File: config.mk
export PLATFORM = sky130hd
export DESIGN_NAME = throw_sequencer
export DESIGN_NICKNAME = d
export VERILOG_FILES = /design/src/rtl/ball_pkg.sv /design/src/rtl/go_sync.sv /design/src/rtl/throw_sequencer.sv
export SDC_FILE = /design/constraint.sdc
export NUM_CORES = 1
export LEC_CHECK = 0
export ABC_AREA = 0
export BUFFER_PORTS_ARGS = -buffer_cell sky130_fd_sc_hd__buf_4
export CAP_MARGIN = 20
export CORE_ASPECT_RATIO = 1.5
export CORE_UTILIZATION = 25
export DETAILED_ROUTE_END_ITERATION = 10
export RECOVER_POWER = 100
export SKIP_LAST_GASP = 1
export SLEW_MARGIN = 20
export SYNTH_ARGS = -nofsm -noshare
export SYNTH_HDL_FRONTEND = slang
export SYNTH_HIERARCHICAL = 1
export SYNTH_SLANG_ARGS = --single-unit
File: constraint.sdc
create_clock -name clk -period 1.65 [get_ports clk]
set_input_delay 0.33 -clock clk [delete_from_list [all_inputs] [get_ports clk]]
set_output_delay 0.33 -clock clk [all_outputs]
set_load 0.005 [all_outputs]
File: src/rtl/ball_pkg.sv
// Shared definitions for the ball-thrower game: state encodings, field widths
// and default frame constants used by the sequencer and its neighbours.
package ball_pkg;

    localparam int VEL_W   = 3;
    localparam int ANG_W   = 5;
    localparam int SCORE_W = 4;
    localparam int STATE_W = 3;

    localparam logic [STATE_W-1:0] ST_AIM    = 3'd0;
    localparam logic [STATE_W-1:0] ST_LAUNCH = 3'd1;
    localparam logic [STATE_W-1:0] ST_FLIGHT = 3'd2;
    localparam logic [STATE_W-1:0] ST_LANDED = 3'd3;
    localparam logic [STATE_W-1:0] ST_OVER   = 3'd4;

    localparam int DEF_LAND_HOLD_FRAMES = 60;
    localparam int DEF_FLIGHT_TIMEOUT   = 600;
    localparam int DEF_MAX_THROWS       = 5;

    function automatic logic [SCORE_W-1:0] sat_inc(input logic [SCORE_W-1:0] v);
        return (&v) ? v : v + 1'b1;
    endfunction

endpackage

File: src/rtl/go_sync.sv
// Two-flop synchronizer for an asynchronous level input, followed by a
// rising-edge detector; reusable for the board KEY inputs.
module go_sync (
    input  logic clk,
    input  logic rst,
    input  logic din_i,
    output logic rise_o
);

    logic sync1_q;
    logic sync2_q;
    logic prev_q;

    // NOTE: sequential state uses non-blocking assignments so every flop samples
    // the pre-edge value of its neighbour; blocking here would collapse the chain.
    always_ff @(posedge clk or posedge rst) begin
        if (rst) begin
            sync1_q <= 1'b0;
            sync2_q <= 1'b0;
            prev_q  <= 1'b0;
        end else begin
            sync1_q <= din_i;
            sync2_q <= sync1_q;
            prev_q  <= sync2_q;
        end
    end

    assign rise_o = sync2_q & ~prev_q;

endmodule

File: src/rtl/throw_sequencer.sv
// Frame-synchronous throw sequencer: arms aiming, latches power/angle on launch,
// runs one flight, scores it, holds the result and ends the game after N throws.
module throw_sequencer
    import ball_pkg::*;
#(
    parameter int LAND_HOLD_FRAMES = DEF_LAND_HOLD_FRAMES,
    parameter int FLIGHT_TIMEOUT   = DEF_FLIGHT_TIMEOUT,
    parameter int MAX_THROWS       = DEF_MAX_THROWS
) (
    input  logic               clk,
    input  logic               rst,
    input  logic               frame_tick,
    input  logic               go,
    input  logic [VEL_W-1:0]   vel_in,
    input  logic [ANG_W-1:0]   ang_in,
    input  logic               ball_landed,
    input  logic               ball_hit,
    output logic               aim_en,
    output logic               launch,
    output logic [VEL_W-1:0]   vel_lat,
    output logic [ANG_W-1:0]   ang_lat,
    output logic               ball_run,
    output logic [SCORE_W-1:0] score,
    output logic [2:0]         throws,
    output logic               game_over,
    output logic [STATE_W-1:0] state
);

    localparam logic [9:0] FLIGHT_LAST = 10'(FLIGHT_TIMEOUT - 1);
    localparam logic [7:0] HOLD_LAST   = 8'(LAND_HOLD_FRAMES);
    localparam logic [2:0] THROWS_LAST = 3'(MAX_THROWS);

    logic go_rise;

    logic [STATE_W-1:0] state_q, state_d;
    logic [VEL_W-1:0]   vel_lat_q, vel_lat_d;
    logic [ANG_W-1:0]   ang_lat_q, ang_lat_d;
    logic [SCORE_W-1:0] score_q, score_d;
    logic [2:0]         throws_q, throws_d;
    logic [9:0]         flight_cnt_q, flight_cnt_d;
    logic [7:0]         hold_cnt_q, hold_cnt_d;
    logic               go_pend_q, go_pend_d;
    logic               aim_en_q, launch_q, ball_run_q, game_over_q;

    go_sync u_go_sync (
        .clk    (clk),
        .rst    (rst),
        .din_i  (go),
        .rise_o (go_rise)
    );

    // NOTE: every variable gets a default at the top of always_comb; a path that
    // leaves one unassigned would infer a latch.
    always_comb begin
        state_d      = state_q;
        vel_lat_d    = vel_lat_q;
        ang_lat_d    = ang_lat_q;
        score_d      = score_q;
        throws_d     = throws_q;
        flight_cnt_d = flight_cnt_q;
        hold_cnt_d   = hold_cnt_q;
        go_pend_d    = go_pend_q | go_rise;

        case (state_q)
            ST_AIM: begin
                // Only a request already pending before this tick is acted on.
                if (frame_tick && go_pend_q) begin
                    if (vel_in != '0) begin
                        vel_lat_d = vel_in;
                        ang_lat_d = ang_in;
                        state_d   = ST_LAUNCH;
                    end else begin
                        go_pend_d = 1'b0;
                    end
                end
            end
            ST_LAUNCH: begin
                flight_cnt_d = '0;
                state_d      = ST_FLIGHT;
            end
            ST_FLIGHT: begin
                if (frame_tick) begin
                    if (ball_hit) begin
                        score_d = sat_inc(score_q);
                        state_d = ST_LANDED;
                    end else if (ball_landed || flight_cnt_q == FLIGHT_LAST) begin
                        state_d = ST_LANDED;
                    end else begin
                        flight_cnt_d = flight_cnt_q + 10'd1;
                    end
                end
            end
            ST_LANDED: begin
                if (frame_tick) begin
                    hold_cnt_d = hold_cnt_q + 8'd1;
                    if (hold_cnt_d == HOLD_LAST) begin
                        state_d = (throws_q == THROWS_LAST) ? ST_OVER : ST_AIM;
                    end
                end
            end
            ST_OVER: begin
                if (go_rise) begin
                    score_d  = '0;
                    throws_d = '0;
                    state_d  = ST_AIM;
                end
            end
            default: state_d = ST_AIM;
        endcase

        if (state_d == ST_LANDED && state_q != ST_LANDED) begin
            throws_d   = throws_q + 3'd1;
            hold_cnt_d = '0;
        end

        // A request never survives a state change or an in-flight throw.
        if (state_d != state_q || state_q == ST_LAUNCH || state_q == ST_FLIGHT ||
            state_q == ST_LANDED) begin
            go_pend_d = 1'b0;
        end
    end

    always_ff @(posedge clk or posedge rst) begin
        if (rst) begin
            state_q      <= ST_AIM;
            vel_lat_q    <= '0;
            ang_lat_q    <= '0;
            score_q      <= '0;
            throws_q     <= '0;
            flight_cnt_q <= '0;
            hold_cnt_q   <= '0;
            go_pend_q    <= 1'b0;
            aim_en_q     <= 1'b1;
            launch_q     <= 1'b0;
            ball_run_q   <= 1'b0;
            game_over_q  <= 1'b0;
        end else begin
            state_q      <= state_d;
            vel_lat_q    <= vel_lat_d;
            ang_lat_q    <= ang_lat_d;
            score_q      <= score_d;
            throws_q     <= throws_d;
            flight_cnt_q <= flight_cnt_d;
            hold_cnt_q   <= hold_cnt_d;
            go_pend_q    <= go_pend_d;
            aim_en_q     <= (state_d == ST_AIM);
            launch_q     <= (state_d == ST_LAUNCH);
            ball_run_q   <= (state_d == ST_FLIGHT);
            game_over_q  <= (state_d == ST_OVER);
        end
    end

    assign state     = state_q;
    assign vel_lat   = vel_lat_q;
    assign ang_lat   = ang_lat_q;
    assign score     = score_q;
    assign throws    = throws_q;
    assign aim_en    = aim_en_q;
    assign launch    = launch_q;
    assign ball_run  = ball_run_q;
    assign game_over = game_over_q;

endmodule

==> impl_metrics.py, run 1 <==
metrics = {
    "layout": {
        "num-nets-final": 300,
        "fin_area_sq_mm": 0.00314,
        "stdcell_count": 389,
        "area_growth_pct": 44.9,
        "drive_gt1_share_pct": 43.6,
        "antenna_cells": 0,
    },
    "placement": {
        "io_buffers": 35,
        "place.gp.congestion": 0.752,
        "place_inst": 373,
        "placed_area_sq_mm": 0.00286,
        "dp_hpwl_mm": 3.83,
    },
    "clock_network": {
        "cts_root_buf": "clkbuf_16",
        "clock_path_buffers": 2,
        "htree_levels": 2,
        "clkTransAtPathRegs_ns": 0.06,
        "cts_tree": "built",
        "numCtsBuffers": 5,
        "cts_num_sinks": 44,
        "clkLatencyLatePin_ns": 0.28,
    },
    "sta": {
        "whs_ns": 0.177,
        "maxSlewViolCount": 0,
        "setup_viol": 10,
        "hold_viol_final": 0,
        "tightest_slew_ns": 0.569,
        "finalCriticalPeriod_ns": 1.74,
        "rsz0062_at_grt": "true",
        "fmax_ghz": 0.576,
        "fin_skew_ns": 0.00608,
        "tns_ns": -0.456,
        "fin_crit_sh_pct": 105,
        "max_slew_margin_pct": 62.1,
        "layout_setup_ws_ns": -0.0853,
    },
    "routing": {
        "via_count": 1812,
        "drc_errors": 0,
        "drtPass1Iterations": 4,
        "drtIter0Drc": 63,
        "vias_per_cell": 4.66,
        "totalWireLength_mm": 5.25,
        "wl_per_cell_microns": 13.5,
        "ant_nets": 0,
    },
    "global_routing": {
        "grt_pass1_wl_mm": 8.63,
        "gr-total-overflow": 0,
        "grt_pass1_vias": 1897,
        "grtUsageTotal_pct": 12.3,
        "grt_start_max_net_pins": 42,
        "grt_antenna_before_repair": 0,
    },
    "floorplan": {
        "pin_count": 36,
        "die_y_microns": 116,
        "dieArea_sq_mm": 0.00905,
        "fp.dieW_microns": 78.0,
        "coreArea_sq_mm": 0.00841,
        "start_util_pct": 25.8,
        "num_rows": 41,
    },
    "worst_setup_path": {
        "crit_path_max_fanout": 6,
        "required_ns": 1.87,
        "critPathLaunchType": "flip-flop",
        "crit_arrival_ns": 1.95,
        "cp_cell_sequence": "nor3b_4 -> buf_6 -> a21oi_4 -> buf_6 -> or4_4 -> a21oi_2",
        "max_stage_delay_ns": 0.44,
        "endpoint_kind": "flip-flop",
        "cp_slowest_cell": "dfrtp_2",
        "critPathKind": "flip-flop to flip-flop",
        "cp_common_cell": "buf_6",
    },
    "logic_synthesis": {
        "ys_seq_area_share_pct": 50.9,
        "ys_ff_latch": 44,
        "postSynthNetCount": 215,
        "ys_types": 52,
        "ys_warn_count": 6,
        "synth_edf_count": 0,
        "synthArstFlopShare_pct": 100,
        "ys.flop_type": "dfrtp_1",
        "netlist_area_sq_mm": 0.00217,
        "syn-instance-count": 196,
        "synth.avg_cell_area_sq_um": 11.1,
    },
    "hold_path": {
        "hp-class": "input pin to flip-flop",
    },
    "power_and_ir_drop": {
        "p_leak_nw": 1.38,
        "total_power_w": 0.00363,
        "power_density_mw_per_mm2": 1160,
        "irDropWorstVdd_v": 0.000614,
    },
    "status": {
        "violations": "setup timing",
        "outcome": "finished, violations left",
    },
    "job": {
        "drv_cap": 0,
    },
}
==> logic make-up (layout without fill, tap and decap cells) <==
logic type               after synthesis  after routing  synth area share (%)
AND/OR/NAND/NOR                       82             82                  23.6
AO/OA/AOI/OAI                         32             33                  10.2
multiplexers                          12             12                  6.12
XOR/XNOR                               8              8                  3.23
buffers and inverters                 13             98                  3.18
flip-flops                            44             44                  50.9
adder cells (fa/ha/maj)                5              5                  2.89
==> critical path, delay by kind of cell (launching register included) <==
kind / cells / cell delay (ns)
flip-flops: 1 / 0.44
AND/OR/NAND/NOR: 2 / 0.73
AO/OA/AOI/OAI: 2 / 0.20
buffers and inverters: 2 / 0.31
==> registers in the layout, summed over array words and instances (netlist names) <==
name / cells
game_over: 1
u_go_sync/sync2_q: 1
score: 4
u_go_sync/sync1_q: 1
aim_en: 1
flight_cnt_q: 10
vel_lat: 3
throws: 3
ball_run: 1
state: 3
hold_cnt_q: 8
u_go_sync/prev_q: 1
ang_lat: 5
go_pend_q: 1
launch: 1
==> area by class of cell <==
type                            instances  area (sq um)
Fill cell                             876          5270
Sequential cell                        44          1100
Inverter                                7          26.3
Multi-Input combinational cell        140          1110
Clock buffer                            8           146
Tap cell                              107           134
Timing Repair Buffer                   83           619
==> repair_timing <==
item / CTS / global route
endpoints found under the hold margin: 3 / 0
pin swaps: 5 / 5
gates cloned: 0 / 1
hold buffers: 1 / 0
gates resized for setup: 6 / 22
setup endpoints to repair: 14 / 25
setup buffers: 6 / 1
==> per-layer routing <==
metal  global-route usage [%]  vias to the layer above  routed length, microns
met5                        0                        -                       0
met4                     4.81                        0                      78
met3                     2.36                        6                     106
met2                     23.8                       21                    2970
met1                     13.1                      895                    2100
li1                         -                      890                       -
==> power breakdown <==
group	total, W	switching, W	internal (W)
combinational	0.00113	0.000503	0.000628
clock	0.00100	0.000398	0.000604
sequential	0.00149	0.000181	0.00131
==> synthesized netlist by cell type (2+ instances only) <==
| library cell | n | area share, % |
|---|---|---|
| inv_1 | 7 | 1.2 |
| buf_4 | 3 | 1.0 |
| nand4_1 | 4 | 1.2 |
| mux2_1 | 2 | 1.0 |
| mux2_2 | 8 | 4.2 |
| nand3_1 | 8 | 1.8 |
| nor2b_1 | 2 | 0.58 |
| ha_1 | 5 | 2.9 |
| xnor2_1 | 7 | 2.8 |
| nand4b_1 | 2 | 0.81 |
| o2bb2ai_1 | 2 | 0.81 |
| nor2_1 | 12 | 2.1 |
| or4_1 | 6 | 2.1 |
| o21ai_0 | 4 | 0.92 |
| and2_1 | 2 | 0.58 |
| dfrtp_1 | 43 | 50 |
| nor4_1 | 4 | 1.2 |
| nand2_1 | 13 | 2.3 |
| and4bb_2 | 2 | 1.2 |
| a21oi_1 | 9 | 2.1 |
| o31ai_1 | 8 | 2.8 |
| or3_1 | 3 | 0.87 |
| mux2i_1 | 2 | 0.92 |
| nor3_1 | 9 | 2.1 |
| nand2b_1 | 2 | 0.58 |
==> per-stage QoR <==
| step | worst slack (ns) | utilization [%] |
|---|---|---|
| after floorplan | -0.0414 | - |
| after global placement | -0.0838 | 34.0 |
| after detailed placement | -0.114 | 34.0 |
| after CTS | -0.0426 | 36.6 |
| after global routing | -0.141 | 37.3 |
| final | -0.0853 | 37.3 |
==> path summary, 6_finish.rpt <==
path,slack [ns],from,depth (start not counted),end
hold reg to reg,0.35,u_go_sync/sync1_q$_DFF_PP0_,0,u_go_sync/sync2_q$_DFF_PP0_
max in group asynchronous,0.46,rst,4,state[2]$_DFF_PP0_
setup reg to reg,-0.09,state[2]$_DFF_PP0_,6,flight_cnt_q[4]$_DFFE_PP0P_
setup / recovery,-0.09,state[2]$_DFF_PP0_,6,flight_cnt_q[4]$_DFFE_PP0P_
min in group asynchronous,0.47,rst,3,u_go_sync/prev_q$_DFF_PP0_
hold / removal,0.18,go,1,u_go_sync/sync1_q$_DFF_PP0_
==> cell usage in the layout, fill, tap and decap left out, drive strengths merged, types with 3 or more instances in the layout <==
master / synthesis / final
buf: 5 / 58
dfrtp: 43 / 43
clkbuf: 1 / 32
nand2: 13 / 13
nor2: 13 / 13
a21oi: 10 / 11
mux2: 10 / 10
o31ai: 9 / 9
nor3: 9 / 9
nand3: 8 / 8
inv: 7 / 7
xnor2: 7 / 7
or4: 6 / 6
ha: 5 / 5
nor4: 5 / 5
nand4: 4 / 4
or3: 4 / 4
o21ai: 4 / 4
nor2b: 3 / 3
(Power assumes the default switching activity.)
==> run 2: changes to the inputs <==
RECOVER_POWER = not set   (was 100)
==> run 2 against run 1 <==
Net effect: the flow still finishes with violations (setup timing); critical path depth did not move; combinational power grew 4%; count of clock-buffer cells in the layout unchanged; worst setup slack improved by 0.0011 ns; register-to-register slack about the same; routed wire length is 0.57% higher; final area grew 1.4%; maximum frequency about the same; critical endpoint unchanged.
==> impl_metrics.py, run 2 (synthesized netlist as in run 1, its figures left out) <==
metrics = {
    "status": {
        "violations": "setup timing",
        "outcome": "finished, violations left",
    },
    "sta": {
        "rsz0062_at_grt": "true",
        "fin_crit_sh_pct": 105,
        "max_slew_margin_pct": 70.8,
        "finalCriticalPeriod_ns": 1.73,
        "tightest_slew_ns": 0.437,
        "setup_viol": 10,
        "layout_setup_ws_ns": -0.0842,
        "fmax_ghz": 0.577,
        "maxSlewViolCount": 0,
        "tns_ns": -0.444,
        "fin_skew_ns": 0.00794,
        "hold_viol_final": 0,
        "whs_ns": 0.156,
    },
    "power_and_ir_drop": {
        "power_density_mw_per_mm2": 1160,
        "total_power_w": 0.00369,
        "irDropWorstVdd_v": 0.000618,
        "p_leak_nw": 1.42,
    },
    "worst_setup_path": {
        "endpoint_kind": "flip-flop",
        "critPathKind": "flip-flop to flip-flop",
        "reg2reg_from": "state[2]$_DFF_PP0_",
        "crit_arrival_ns": 1.95,
        "rr_endpoint": "flight_cnt_q[4]$_DFFE_PP0P_",
        "rr_worst_depth": 6,
        "crit_start": "state[2]$_DFF_PP0_",
        "reg2reg_slack_ns": -0.08,
        "required_ns": 1.87,
        "critPathLaunchType": "flip-flop",
        "crit_path_max_fanout": 6,
    },
    "routing": {
        "ant_nets": 0,
        "drtPass1Iterations": 3,
        "vias_per_cell": 4.65,
        "drtIter0Drc": 57,
        "drc_errors": 0,
        "via_count": 1808,
        "totalWireLength_mm": 5.28,
        "wl_per_cell_microns": 13.6,
    },
    "clock_network": {
        "clkLatencyLatePin_ns": 0.28,
        "cts_root_buf": "clkbuf_16",
        "numCtsBuffers": 5,
        "htree_levels": 2,
        "cts_num_sinks": 44,
        "cts_tree": "built",
        "clkTransAtPathRegs_ns": 0.06,
        "clock_path_buffers": 2,
    },
    "layout": {
        "largest_reg_flops": 10,
        "drive_gt1_share_pct": 46.5,
        "fill_cells": 867,
        "num-nets-final": 300,
        "final_common_cell": "buf_4",
        "finalCoreUtilization_pct": 37.8,
        "area_growth_pct": 46.8,
        "layout_common_cells": "buf_4 (77), dfrtp_1 (42), nand2_1 (12)",
        "regMostFlops": "flight_cnt_q",
        "antenna_cells": 0,
    },
    "floorplan": {
        "fp.dieW_microns": 78.0,
        "die_y_microns": 116,
        "start_util_pct": 25.8,
        "dieArea_sq_mm": 0.00905,
        "coreArea_sq_mm": 0.00841,
        "num_rows": 41,
        "pin_count": 36,
    },
    "placement": {
        "io_buffers": 35,
        "dp_slack_ns": -0.114,
        "place.gp.congestion": 0.752,
        "dp_hpwl_mm": 3.83,
    },
    "global_routing": {
        "grt_start_max_net_pins": 42,
        "grtUsageTotal_pct": 12.3,
        "gr-total-overflow": 0,
        "grt_antenna_before_repair": 0,
        "grt_pass1_vias": 1897,
        "grt_pass1_wl_mm": 8.63,
    },
    "hold_path": {
        "hp-class": "input pin to flip-flop",
        "worstHoldStart": "go",
        "hold_depth": 1,
        "min_to": "u_go_sync/sync1_q$_DFF_PP0_",
    },
    "job": {
        "drv_cap": 0,
    },
}
-- run 2: critical path, stage by stage (launching register included) --
cell and delay (ns):
dfrtp_2 0.44, nor3b_4 0.31, buf_6 0.16, a21oi_4 0.05
buf_6 0.15, or4_4 0.42, a21oi_2 0.15
-- run 2: power breakdown --
group          total [W]  internal [W]  switching (W)
Combinational    0.00118      0.000679       0.000505
Sequential       0.00150       0.00131       0.000185
Clock            0.00101      0.000604       0.000401
Total            0.00369       0.00260        0.00109
-- run 2: how the worst max path moves through the flow --
stage,to
after floorplan,flight_cnt_q[0]$_DFFE_PP0P_
after global placement,flight_cnt_q[0]$_DFFE_PP0P_
after detailed placement,flight_cnt_q[0]$_DFFE_PP0P_
after CTS,flight_cnt_q[3]$_DFFE_PP0P_
after global routing,flight_cnt_q[4]$_DFFE_PP0P_
final,flight_cnt_q[4]$_DFFE_PP0P_
-- run 2: per-layer routing --
layer / part of all wire, % / GRT usage (%) / vias up
met5: 0 / 0 / -
met4: 1.5 / 4.81 / 0
met3: 2.3 / 2.36 / 6
met2: 56 / 23.8 / 24
met1: 40 / 13.1 / 891
li1: - / - / 887
-- run 2: final cells by class --
class | count | area, sq um | area share, %
well taps | 107 | 134 | 4.21
multi-input cells | 140 | 1110 | 34.9
repair buffers | 83 | 662 | 20.8
inverters | 7 | 26.3 | 0.826
flip-flops and latches | 44 | 1100 | 34.7
clock buffers | 8 | 146 | 4.60
-- run 2: timing repair --
| action | 4_1_cts | 5_1_grt |
|---|---|---|
| setup endpoints to repair | 14 | 25 |
| endpoints found under the hold margin | 3 | 0 |
| setup buffers | 6 | 1 |
| cloned | 0 | 1 |
| pin swaps | 5 | 5 |
| hold buffers | 1 | 0 |
| gates resized for setup | 6 | 22 |
-- run 2: stage by stage --
stage	instances	instance area [sq um]
final	389	3180
after global routing	389	3180
after CTS	387	3080
after detailed placement	373	2860
after global placement	373	2860
after floorplan	196	2190
